`config.mk`:
```
export PLATFORM = sky130hd
export DESIGN_NAME = spi_frame_rx
export DESIGN_NICKNAME = d
export VERILOG_FILES = /design/src/rtl/spi_pkg.sv /design/src/rtl/spi_susp_mon.sv /design/src/rtl/spi_frame_rx.sv
export SDC_FILE = /design/constraint.sdc
export NUM_CORES = 1
export LEC_CHECK = 0
export BUFFER_PORTS_ARGS = -buffer_cell sky130_fd_sc_hd__buf_2
export CORE_MARGIN = 2
export CORE_UTILIZATION = 35
export CTS_CLUSTER_SIZE = 8
export DETAILED_ROUTE_END_ITERATION = 10
export HOLD_SLACK_MARGIN = 0.12
export PLACE_DENSITY = 0.55
export SLEW_MARGIN = 20
export SYNTH_ARGS = -nofsm -noshare
export SYNTH_HDL_FRONTEND = slang
export SYNTH_SLANG_ARGS = --single-unit
export TNS_END_PERCENT = 30
```
`constraint.sdc`:
```
create_clock -name clk -period 3.1 [get_ports clk]
set_input_delay 0.465 -clock clk [delete_from_list [all_inputs] [get_ports clk]]
set_output_delay 0.465 -clock clk [all_outputs]
set_load 0.005 [all_outputs]
```
`src/rtl/spi_pkg.sv`:
```
// rtl/spi_pkg.sv - shared constants and types for the SPI-style frame receiver
package spi_pkg;

    localparam logic [7:0] HDR_START = 8'hA5;
    localparam logic [7:0] HDR_CFG   = 8'h3C;
    localparam logic [7:0] HDR_READ  = 8'h5A;

    localparam int CFG_LEN  = 8;
    localparam int READ_LEN = 10;

    typedef enum logic [1:0] {
        CMD_START = 2'd0,
        CMD_CFG   = 2'd1,
        CMD_READ  = 2'd2
    } cmd_e;

    typedef enum logic [1:0] {
        ST_IDLE,
        ST_HDR,
        ST_PAYLOAD,
        ST_WAIT_LOW
    } state_e;

endpackage

```
`src/rtl/spi_susp_mon.sv`:
```
// rtl/spi_susp_mon.sv - counts consecutive suspend clocks, one pulse per run reaching SUSP_MAX
module spi_susp_mon #(
    parameter int SUSP_MAX = 4
) (
    input  logic clk,
    input  logic rst,
    input  logic suspend,
    output logic susp_err
);

    localparam int W = $clog2(SUSP_MAX + 1);

    logic [W-1:0] run_q, run_d;
    logic         pulse_q, pulse_d;

    // The counter saturates at SUSP_MAX so a long run pulses only once.
    always_comb begin
        run_d   = run_q;
        pulse_d = 1'b0;
        if (!suspend) begin
            run_d = '0;
        end else if (run_q != W'(SUSP_MAX)) begin
            run_d   = run_q + W'(1);
            pulse_d = (run_d == W'(SUSP_MAX));
        end
    end

    always_ff @(posedge clk or posedge rst) begin
        if (rst) begin
            run_q   <= '0;
            pulse_q <= 1'b0;
        end else begin
            run_q   <= run_d;
            pulse_q <= pulse_d;
        end
    end

    assign susp_err = pulse_q;

endmodule

```
`src/rtl/spi_frame_rx.sv`:
```
// rtl/spi_frame_rx.sv - slave-side frame receiver: header capture, length check, command report
module spi_frame_rx
    import spi_pkg::*;
#(
    parameter int SUSP_MAX = 4
) (
    input  logic       clk,
    input  logic       rst,
    input  logic       frame,
    input  logic       serial,
    input  logic       suspend,
    output logic       cmd_valid,
    output logic [1:0] cmd,
    output logic [7:0] cfg_data,
    output logic       error,
    output logic       susp_err
);

    state_e      state_q, state_d;
    logic [3:0]  cnt_q, cnt_d;
    logic [7:0]  hdr_q, hdr_d;
    logic [7:0]  sh_q, sh_d;
    cmd_e        kind_q, kind_d;
    cmd_e        cmd_q, cmd_d;
    logic [7:0]  cfg_q, cfg_d;
    logic        frame_q, primed_q;
    logic        cmd_valid_q, error_q;
    logic        done, err;
    logic [3:0]  len;

    assign len = (kind_q == CMD_CFG) ? 4'(CFG_LEN) : 4'(READ_LEN);

    always_comb begin
        state_d = state_q;
        cnt_d   = cnt_q;
        hdr_d   = hdr_q;
        sh_d    = sh_q;
        kind_d  = kind_q;
        cmd_d   = cmd_q;
        cfg_d   = cfg_q;
        done    = 1'b0;
        err     = 1'b0;
        if (!suspend) begin
            case (state_q)
                ST_IDLE: begin
                    // primed_q keeps a frame already high at reset release from looking like a rise
                    if (frame && !frame_q && primed_q) begin
                        state_d = ST_HDR;
                        cnt_d   = 4'd0;
                    end
                end
                ST_HDR: begin
                    if (cnt_q != 4'd8) begin
                        if (!frame) begin
                            err = 1'b1;
                        end else begin
                            hdr_d[cnt_q[2:0]] = serial;
                            cnt_d             = cnt_q + 4'd1;
                        end
                    end else begin
                        case (hdr_q)
                            HDR_START: begin
                                if (frame) begin
                                    err = 1'b1;
                                end else begin
                                    done  = 1'b1;
                                    cmd_d = CMD_START;
                                end
                            end
                            HDR_CFG, HDR_READ: begin
                                // The decode edge doubles as payload cycle 1.
                                if (!frame) begin
                                    err = 1'b1;
                                end else begin
                                    kind_d  = (hdr_q == HDR_CFG) ? CMD_CFG : CMD_READ;
                                    state_d = ST_PAYLOAD;
                                    cnt_d   = 4'd1;
                                    sh_d    = {serial, sh_q[7:1]};
                                end
                            end
                            default: err = 1'b1;
                        endcase
                    end
                end
                ST_PAYLOAD: begin
                    if (cnt_q != len) begin
                        if (!frame) begin
                            err = 1'b1;
                        end else begin
                            cnt_d = cnt_q + 4'd1;
                            sh_d  = {serial, sh_q[7:1]};
                        end
                    end else if (frame) begin
                        err = 1'b1;
                    end else begin
                        done  = 1'b1;
                        cmd_d = kind_q;
                        if (kind_q == CMD_CFG) begin
                            cfg_d = sh_q;
                        end
                    end
                end
                ST_WAIT_LOW: begin
                    if (!frame) begin
                        state_d = ST_IDLE;
                    end
                end
                default: state_d = ST_IDLE;
            endcase
            if (done) begin
                state_d = ST_IDLE;
            end
            if (err) begin
                state_d = frame ? ST_WAIT_LOW : ST_IDLE;
            end
        end
    end

    always_ff @(posedge clk or posedge rst) begin
        if (rst) begin
            state_q     <= ST_IDLE;
            cnt_q       <= 4'd0;
            hdr_q       <= 8'd0;
            sh_q        <= 8'd0;
            kind_q      <= CMD_START;
            cmd_q       <= CMD_START;
            cfg_q       <= 8'd0;
            frame_q     <= 1'b0;
            primed_q    <= 1'b0;
            cmd_valid_q <= 1'b0;
            error_q     <= 1'b0;
        end else begin
            state_q     <= state_d;
            cnt_q       <= cnt_d;
            hdr_q       <= hdr_d;
            sh_q        <= sh_d;
            kind_q      <= kind_d;
            cmd_q       <= cmd_d;
            cfg_q       <= cfg_d;
            cmd_valid_q <= done;
            error_q     <= err;
            if (!suspend) begin
                frame_q  <= frame;
                primed_q <= 1'b1;
            end
        end
    end

    spi_susp_mon #(.SUSP_MAX(SUSP_MAX)) u_susp_mon (
        .clk      (clk),
        .rst      (rst),
        .suspend  (suspend),
        .susp_err (susp_err)
    );

    assign cmd_valid = cmd_valid_q;
    assign cmd       = cmd_q;
    assign cfg_data  = cfg_q;
    assign error     = error_q;

endmodule

```
Word-level counts from Yosys, hierarchy flattened --
Cells that the tools add are included.
Operators by class: $add $sub $neg 2, magnitude comparators 2, equal/unequal tests 27, mux-type cells 49, bitwise operators 4, reductions and logical operators 16
Operators with widths (number):
- $mux W8 | 4
- $mux W2 | 14
- $mux W4 | 6
- $ne A4 B4 Y1 const B | 6
- $pmux W8 S2 | 1
- $reduce_and A5 Y1 | 3
- $mux W1 | 14
- $ne A2 B2 Y1 const B | 7
- $reduce_and A7 Y1 | 2
- $pmux W4 S3 | 1
- $ne A3 B3 Y1 const B | 3
- $bwmux W8 | 1
- $eq A8 B6 Y1 const B | 1
- $eq A8 B7 Y1 const B | 1
- $eq A8 B8 Y1 const B | 1
- $mux W3 | 2
- $pmux W1 S2 | 3
- $pmux W2 S3 | 1
- $reduce_and A6 Y1 | 1
- $reduce_bool A5 Y1 | 1
- $add A4 B1 Y4 const B | 1
- $eq A2 B1 Y1 const B | 2
- $eq A2 B2 Y1 const B | 2
- $lt A3 B4 Y1 const B | 1
- 15 further kinds | 21
Storage, ports and cells: register bits 42, bits of input ports 5, output and inout port bits 13, word-level logic and storage cells 113

Depth between registers and ports, before layout --
Gate-level depths: netlist of the first run.
depth in word-level cells 8, gate-level depth with buffers 10, mapped depth without buffers 10

Modules after synthesis --
A second synthesis of the first run with hierarchy kept.
Unflattened totals: cells, all modules 195, area, all modules 2215.9 um2
Modules (own cells, without submodules):
- spi_frame_rx | instances 1, cells each 175, area each 2006.9 um2, sequential area each 950.9 um2
- spi_susp_mon | instances 1, cells each 20, area each 209.0 um2, sequential area each 100.1 um2

Least setup slack after synthesis of the first run --
No wires, ideal clock.
kind reg-to-reg, start point reg kind_q[1], end point reg cfg_q[0], in the netlist cfg_data[0], library setup time 125 ps, data arrival time 1945 ps, data required time 2975 ps, slack 1031 ps, stages on the path, launching flop included 9, buffers on the path 0, period minus slack after synthesis 2069 ps, cells stage by stage dfrtp_1 nand2b_1 xnor2_1 nand2_1 inv_1 ha_1 nand2_1 nor3_2 mux2_2
Between the ends: longest elaborated chain between the ends 5
Ends and longest elaborated chain:
- from (decl) | RTL line spi_frame_rx.sv:23 | cmd_e kind_q, kind_d;
- from (signal assigned) | RTL line spi_frame_rx.sv:137 | kind_q <= kind_d;
- $eq A2 B1 Y1 * | RTL line spi_frame_rx.sv:31, spi_frame_rx.sv:98
- $mux W2 | RTL line spi_frame_rx.sv:31 | assign len = (kind_q == CMD_CFG) ? 4'(CFG_LEN) : 4'(READ_LEN);
- $ne A4 B4 Y1 | RTL line spi_frame_rx.sv:86 | if (cnt_q != len) begin
- $not A1 Y1 (no source line)
- $reduce_and A5 Y1 (no source line) *
- to (signal assigned) | RTL line spi_frame_rx.sv:139 | cfg_q <= cfg_d;
- to (decl) | RTL line spi_frame_rx.sv:25 | logic [7:0] cfg_q, cfg_d;
Every way passes the cells marked *; elsewhere a longest branch is shown, timed or not. A chain may end at the register's enable or synchronous reset.

Worst setup path after layout of the first run --
start point reg cnt_q[2], end point reg state_q[1]
Between the ends: longest elaborated chain between the ends 6, elaborated cells between the ends (all ways) 19, classes of those cells eq/ne: 7; mux: 10; reduce/logical: 2
Ends and longest elaborated chain:
- from (decl) | RTL line spi_frame_rx.sv:20 | logic [3:0] cnt_q, cnt_d;
- from (signal assigned) | RTL line spi_frame_rx.sv:134 | cnt_q <= cnt_d;
- $ne A4 B4 Y1, on equally long branches | RTL line spi_frame_rx.sv:86, spi_frame_rx.sv:53
- $mux W1, on equally long branches | RTL line spi_frame_rx.sv:86, spi_frame_rx.sv:53
- $pmux W1 S2 | RTL line spi_frame_rx.sv:44 | case (state_q)
- $mux W1 | RTL line spi_frame_rx.sv:43 | if (!suspend) begin
- $ne A4 B4 Y1 (no source line) (tied with other cells)
- $reduce_and A7 Y1 (no source line) / $mux W2 (equally long branches)
- to (signal assigned) | RTL line spi_frame_rx.sv:133 | state_q <= state_d;
- to (decl) | RTL line spi_frame_rx.sv:19 | state_e state_q, state_d;
Parallel ways exist; a longest one is shown, timed or not. The select of a mux whose other input is x is not followed.

==> flow_summary_export.csv, run 1 <==
group,metric,value,unit
place,place_congestion,0.808,
setup_path,cp.required,3.31,ns
place,port_buffers,17,
clock_tree,clkSlewWorstSetupHoldPaths,0.08,ns
die,die_height,85.2,um
place,dpl.cell_count,299,
routing,vias,1653,
cells_and_area,diodes,0,
global_route,grt_pass1_vias,1672,
cells_and_area,final_area,0.00260,mm^2
global_route,grt_overflow,0,
logic_synthesis,synth_ff_type,"dfrtp_1",
routing,viasPerCell,5.38,
setup_path,r2r_setup_slack,0.61,ns
routing,drt.antenna.violating_nets,0,
timing,slew_headroom,0.576,
timing,fmax,401,MHz
setup_path,end_kind,"register",
setup_path,regToRegEndpoint,"state_q[1]$_DFFE_PP0P_",
outcome,status,"finished, final reports clean",
clock_tree,cts_sinks,42,
logic_synthesis,synthTopCellsByCount,"42 x dfrtp_1, 15 x nand3_1, 13 x ha_1, 13 x mux2_2, 12 x nor2_1",
cells_and_area,synthToLayoutAreaGrowth,12.7,%
setup_path,cp-start-kind,"register",
setup_path,r2r_cells,9,
setup_path,crit_fanout,14,
logic_synthesis,synth_nets,229,
logic_synthesis,yosys_warnings,0,
routing,drc_errors,0,
global_route,grt_max_degree,28,
global_route,track_usage,0.135,
logic_synthesis,postSynth.asyncResetShare,1.00,
timing,fin_crit_sh,0.805,
setup_path,critPathKind,"reg2reg",
setup_path,reg2reg_from,"cnt_q[2]$_DFFE_PP0P_",
clock_tree,htree_levels,2,
place,post_dp_cell_area,0.00246,mm^2
clock_tree,clkLatencyLatePin,0.30,ns
routing,wire_per_inst,14.1,um
setup_path,worstPathArrival,2.71,ns
routing,finalWirelength,4.32,mm
setup_path,critPathMaxStageDelay,0.51,ns
clock_tree,cts-root-buf,"clkbuf_8",
timing,period_minus_slack,2.49,ns
run,drv_cap,0,
logic_synthesis,post-synth-top-count-cell,"dfrtp_1",
logic_synthesis,synth-seq-cells,42,
die,core_area,0.00635,mm^2
die,dieWidth,85.2,um
power,vdd_drop_max,375,uV
power,power_density,717,mW/mm^2
power,power_leakage,1.18,nW
cells_and_area,layout-drive-gt1-share,0.217,
timing,drv_slew,0,
global_route,grt_antenna_before_repair,0,
clock_tree,clk_path_buf_depth,2,
place,place_hpwl,3.19,mm
setup_path,crit_slowest_cell,"dfrtp_1",
hold_path,min_path_type,"in2async",
timing,finalSetupViolCount,0,
die,die_area,0.00726,mm^2
routing,firstDrtPassIters,4,
die,top_level_ports,18,
cells_and_area,layout.nets,247,
logic_synthesis,synth_edf_count,0,
logic_synthesis,synth-seq-area-share,0.456,
logic_synthesis,syn_inst,211,
timing,fin_skew,0.00514,ns
die,initial_core_util,0.363,
clock_tree,cts_resized,0,
cells_and_area,fin_cells,307,
setup_path,critical_path.cell_chain,"nor3b_1 -> nand2_1 -> inv_1 -> ha_1 -> o21a_1 -> o21ai_0 -> o31a_1 -> o311ai_0 -> a22oi_1",
clock_tree,cts_setup_buffers,0,
logic_synthesis,synth_cell_types,51,
die,rows,29,
clock_tree,cts_tree,"yes",
clock_tree,postCtsHoldBufs,0,
clock_tree,cts_made_buffers,5,
logic_synthesis,ys_top_cells_by_area,"dfrtp_1 46%, ha_1 7.0%, mux2_2 6.3%",
timing,finalHoldViolCount,0,
timing,tns,0,ns
timing,rsz0062_at_grt,"no",
logic_synthesis,yosys.area.top_type,"dfrtp_1",
logic_synthesis,synth.avg_cell_area,10.9,um^2
cells_and_area,final_util,0.409,
global_route,grt_pass1_wl,7.87,mm
logic_synthesis,synth_area,0.00231,mm^2
logic_synthesis,yosysTopAreaCellShare,0.456,
timing,tightest_slew,0.633,ns
routing,drt_iter0_drc,106,
==> area by class of cell <==
cell class                      count  area (um^2)
Multi-Input combinational cell    150         1180
Inverter                           12         45.0
Timing Repair Buffer               18         92.6
Tap cell                           77         96.3
Clock inverter                      3         68.8
Sequential cell                    42         1050
Clock buffer                        5         68.8
Fill cell                         608         3750
==> state kept, by name, indices dropped and copies added, names as in the netlist <==
name and count:
sh_q 8, cmd 2, frame_q 1, cmd_valid 1, cnt_q 4, u_susp_mon.susp_err 1
error 1, primed_q 1, state_q 2, hdr_q 8, u_susp_mon.run_q 3, kind_q 2
cfg_data 8
==> critical path, delay by kind of cell, from the launching register on <==
kind	cells	cell delay, ns
AO/OA/AOI/OAI	5	0.93
flip-flops	1	0.51
AND/OR/NAND/NOR	2	0.56
adder cells (fa/ha/maj)	1	0.27
buffers and inverters	1	0.12
==> logic make-up after synthesis <==
group           Yosys count  synth area share
fa+ha+maj                13            0.0705
buf+inv                  19            0.0342
mux                      24             0.117
xor+xnor                  2           0.00759
compound gates           35             0.119
flops                    42             0.456
simple gates             76             0.196
==> cell usage in the layout, fill, tap and decap left out, drive strengths merged, types with 4 or more instances in the layout <==
master and instances:
inv 12, o21ai 6, ha 13, dfrtp 42
mux2 24, o211ai 4, nor2b 4, nor3 4
clkbuf 5, buf 18, nand4 6, nand2 11
nand3b 4, nor2 12, nor3b 4, nand3 15
==> metal layers <==
metal / GRT usage / share of wire / routed length, um
met3: 0.0302 / 0.038 / 162
met2: 0.207 / 0.44 / 1910
met5: 0 / 0 / 0
met1: 0.187 / 0.51 / 2180
met4: 0.0476 / 0.013 / 57
==> power by group <==
part	internal [mW]	switching, mW	total, mW
sequential	0.661	0.0977	0.759
combinational	0.260	0.327	0.588
clock	0.323	0.196	0.519
==> through the flow <==
stage | total power, mW | setup WS, ns | hold WS, ns
floorplan | 1.22 | 1.03 | 0.435
global placement | 1.36 | 0.696 | 0.466
detailed placement | 1.36 | 0.614 | 0.471
CTS | 1.88 | 0.612 | 0.291
global route | 2.01 | 0.323 | 0.262
finish | 1.87 | 0.606 | 0.219
==> worst max path at each step <==
stage	start	endpoint	slack, ns	cells after the start
4_1_cts	cnt_q[2]$_DFFE_PP0P_	cfg_data[2]$_DFFE_PP0P_	0.61	7
5_1_grt	cnt_q[2]$_DFFE_PP0P_	cfg_data[1]$_DFFE_PP0P_	0.32	7
6_report	cnt_q[2]$_DFFE_PP0P_	state_q[1]$_DFFE_PP0P_	0.61	9
2_1_floorplan	kind_q[1]$_DFFE_PP0P_	cfg_data[0]$_DFFE_PP0P_	1.03	8
3_3_place_gp	cnt_q[2]$_DFFE_PP0P_	cfg_data[5]$_DFFE_PP0P_	0.70	7
3_5_place_dp	cnt_q[2]$_DFFE_PP0P_	cfg_data[2]$_DFFE_PP0P_	0.61	7
Note: power is estimated with default switching activity, not from simulation.
==> run 2: changes to the inputs <==
--- a/config.mk
+++ b/config.mk
@@ -11,7 +11,7 @@
 export CTS_CLUSTER_SIZE = 8
 export DETAILED_ROUTE_END_ITERATION = 10
 export HOLD_SLACK_MARGIN = 0.12
-export PLACE_DENSITY = 0.55
+export PLACE_DENSITY = 0.57
 export SLEW_MARGIN = 20
 export SYNTH_ARGS = -nofsm -noshare
 export SYNTH_HDL_FRONTEND = slang
==> constraint.sdc (replaced) <==
create_clock -name clk -period 2.1 [get_ports clk]
set_input_delay 0.315 -clock clk [delete_from_list [all_inputs] [get_ports clk]]
set_output_delay 0.315 -clock clk [all_outputs]
set_load 0.005 [all_outputs]
==> flow_summary_export.csv, run 2 (synthesis results as in run 1) <==
group,metric,value,unit
timing,tns,0,ns
timing,fmax,505,MHz
routing,drt_iter0_drc,81,
routing,finalWirelength,4.59,mm
clock_tree,cts_tree,"yes",
clock_tree,htree_levels,2,
hold_path,worstHoldStart,"suspend",
clock_tree,cts_made_buffers,5,
timing,tightest_slew,0.628,ns
outcome,status,"finished, final reports clean",
place,port_buffers,17,
setup_path,r2r_cells,10,
setup_path,cp-start-kind,"register",
routing,firstDrtPassIters,4,
power,power_leakage,1.29,nW
hold_path,whs_path_depth,2,
cells_and_area,layout.nets,274,
clock_tree,clkLatencyLatePin,0.30,ns
place,place_congestion,0.870,
hold_path,min_to,"primed_q$_DFFE_PP0N_",
die,rows,29,
cells_and_area,layout_commonest_cell,"dfrtp_1",
die,initial_core_util,0.363,
setup_path,worstPathArrival,2.20,ns
setup_path,end_kind,"register",
routing,drc_errors,0,
power,power_density,961,mW/mm^2
setup_path,cp.required,2.32,ns
cells_and_area,diodes,0,
setup_path,crit_start,"kind_q[1]$_DFFE_PP0P_",
timing,fin_skew,0.00411,ns
timing,slew_headroom,0.579,
global_route,grt_overflow,0,
clock_tree,cts-root-buf,"clkbuf_8",
die,dieWidth,85.2,um
setup_path,regToRegEndpoint,"state_q[1]$_DFFE_PP0P_",
global_route,grt_pass1_wl,7.65,mm
global_route,grt_pass1_vias,1695,
clock_tree,clk_path_buf_depth,2,
die,core_area,0.00635,mm^2
hold_path,min_path_type,"in2reg",
timing,period_minus_slack,1.98,ns
clock_tree,clkSlewWorstSetupHoldPaths,0.09,ns
power,vdd_drop_max,564,uV
die,die_height,85.2,um
cells_and_area,layout-drive-gt1-share,0.315,
timing,finalSetupViolCount,0,
place,place_hpwl,3.44,mm
cells_and_area,num-fill-cells,605,
global_route,grt_max_degree,19,
die,die_area,0.00726,mm^2
place,dpl.cell_count,321,
routing,wire_per_inst,13.7,um
timing,fin_crit_sh,0.943,
setup_path,crit_fanout,3,
setup_path,critPathKind,"reg2reg",
routing,drt.antenna.violating_nets,0,
global_route,track_usage,0.130,
routing,viasPerCell,5.21,
routing,vias,1739,
timing,finalHoldViolCount,0,
die,top_level_ports,18,
run,drv_cap,0,
setup_path,r2r_setup_slack,0.12,ns
timing,drv_slew,0,
cells_and_area,final_cell_mix,"42 x dfrtp_1, 27 x buf_4, 17 x buf_2",
clock_tree,cts_sinks,42,
cells_and_area,fin_cells,334,
setup_path,reg2reg_from,"kind_q[1]$_DFFE_PP0P_",
global_route,grt_antenna_before_repair,0,
timing,hold_slack,0.324,ns
cells_and_area,synthToLayoutAreaGrowth,21.3,%
run 2: cell types whose count changed in the layout (fill, tap and decap cells not counted), sizes merged:
cell and delta:
buf +26, dlygate4sd3 +1, bufinv -2, clkinvlp +2
run 2: area by class of cell:
class	instances	area, um^2	area share
Tap cell	77	96.3	0.0344
Timing Repair Buffer	45	298	0.106
Multi-Input combinational cell	150	1220	0.435
Clock inverter	3	23.8	0.00849
Clock buffer	5	68.8	0.0246
Sequential cell	42	1050	0.376
Inverter	12	45.0	0.0161
run 2: worst max path at each step:
stage / end / slack [ns] / depth (start not counted)
after global placement: state_q[1]$_DFFE_PP0P_ / 0.07 / 10
after CTS: state_q[1]$_DFFE_PP0P_ / 0.03 / 10
final: state_q[1]$_DFFE_PP0P_ / 0.12 / 10
after global routing: state_q[1]$_DFFE_PP0P_ / -0.05 / 10
after detailed placement: state_q[1]$_DFFE_PP0P_ / -0.03 / 10
after floorplan: cfg_data[0]$_DFFE_PP0P_ / 0.03 / 8
run 2: where the power goes:
group | internal, mW | switching [mW] | total [mW]
Sequential | 0.976 | 0.126 | 1.10
Clock | 0.238 | 0.307 | 0.545
Combinational | 0.498 | 0.545 | 1.04
run 2: repair_timing:
action                                  4_1_cts  5_1_grt
endpoints found under the setup margin        1       11
hold endpoints to repair                     16        0
pin swaps                                     0        4
setup buffers                                 0        4
hold buffers                                  1        0
gates resized for setup                       1        8
run 2: metrics by stage:
stage               worst slack [ns]  area, um^2   util  total power [mW]
floorplan                     0.0305        2310      -              1.81
global placement              0.0673        2630  0.414              2.10
detailed placement           -0.0279        2630  0.414              2.12
CTS                           0.0261        2730  0.430              2.67
global route                 -0.0533        2800  0.441              2.88
finish                         0.119        2800  0.441              2.69
run 2: routing by layer:
layer  global-route usage  wire length (um)  share of wire  vias to the layer above
li1                     -                 -              -                      863
met1                0.172              2280           0.50                      841
met2                0.212              2090           0.46                       29
met3               0.0331               162          0.035                        6
met4               0.0390                54          0.012                        0
met5                    0                 0              0                        -
run 2: critical path, stage by stage (launching register included):
cell	delay (ns)
dfrtp_1	0.38
nand2b_4	0.16
xnor2_2	0.14
nand2_1	0.10
inv_1	0.12
ha_4	0.21
o21a_1	0.20
o21ai_2	0.18
o31a_1	0.16
o311ai_1	0.09
a22oi_1	0.16
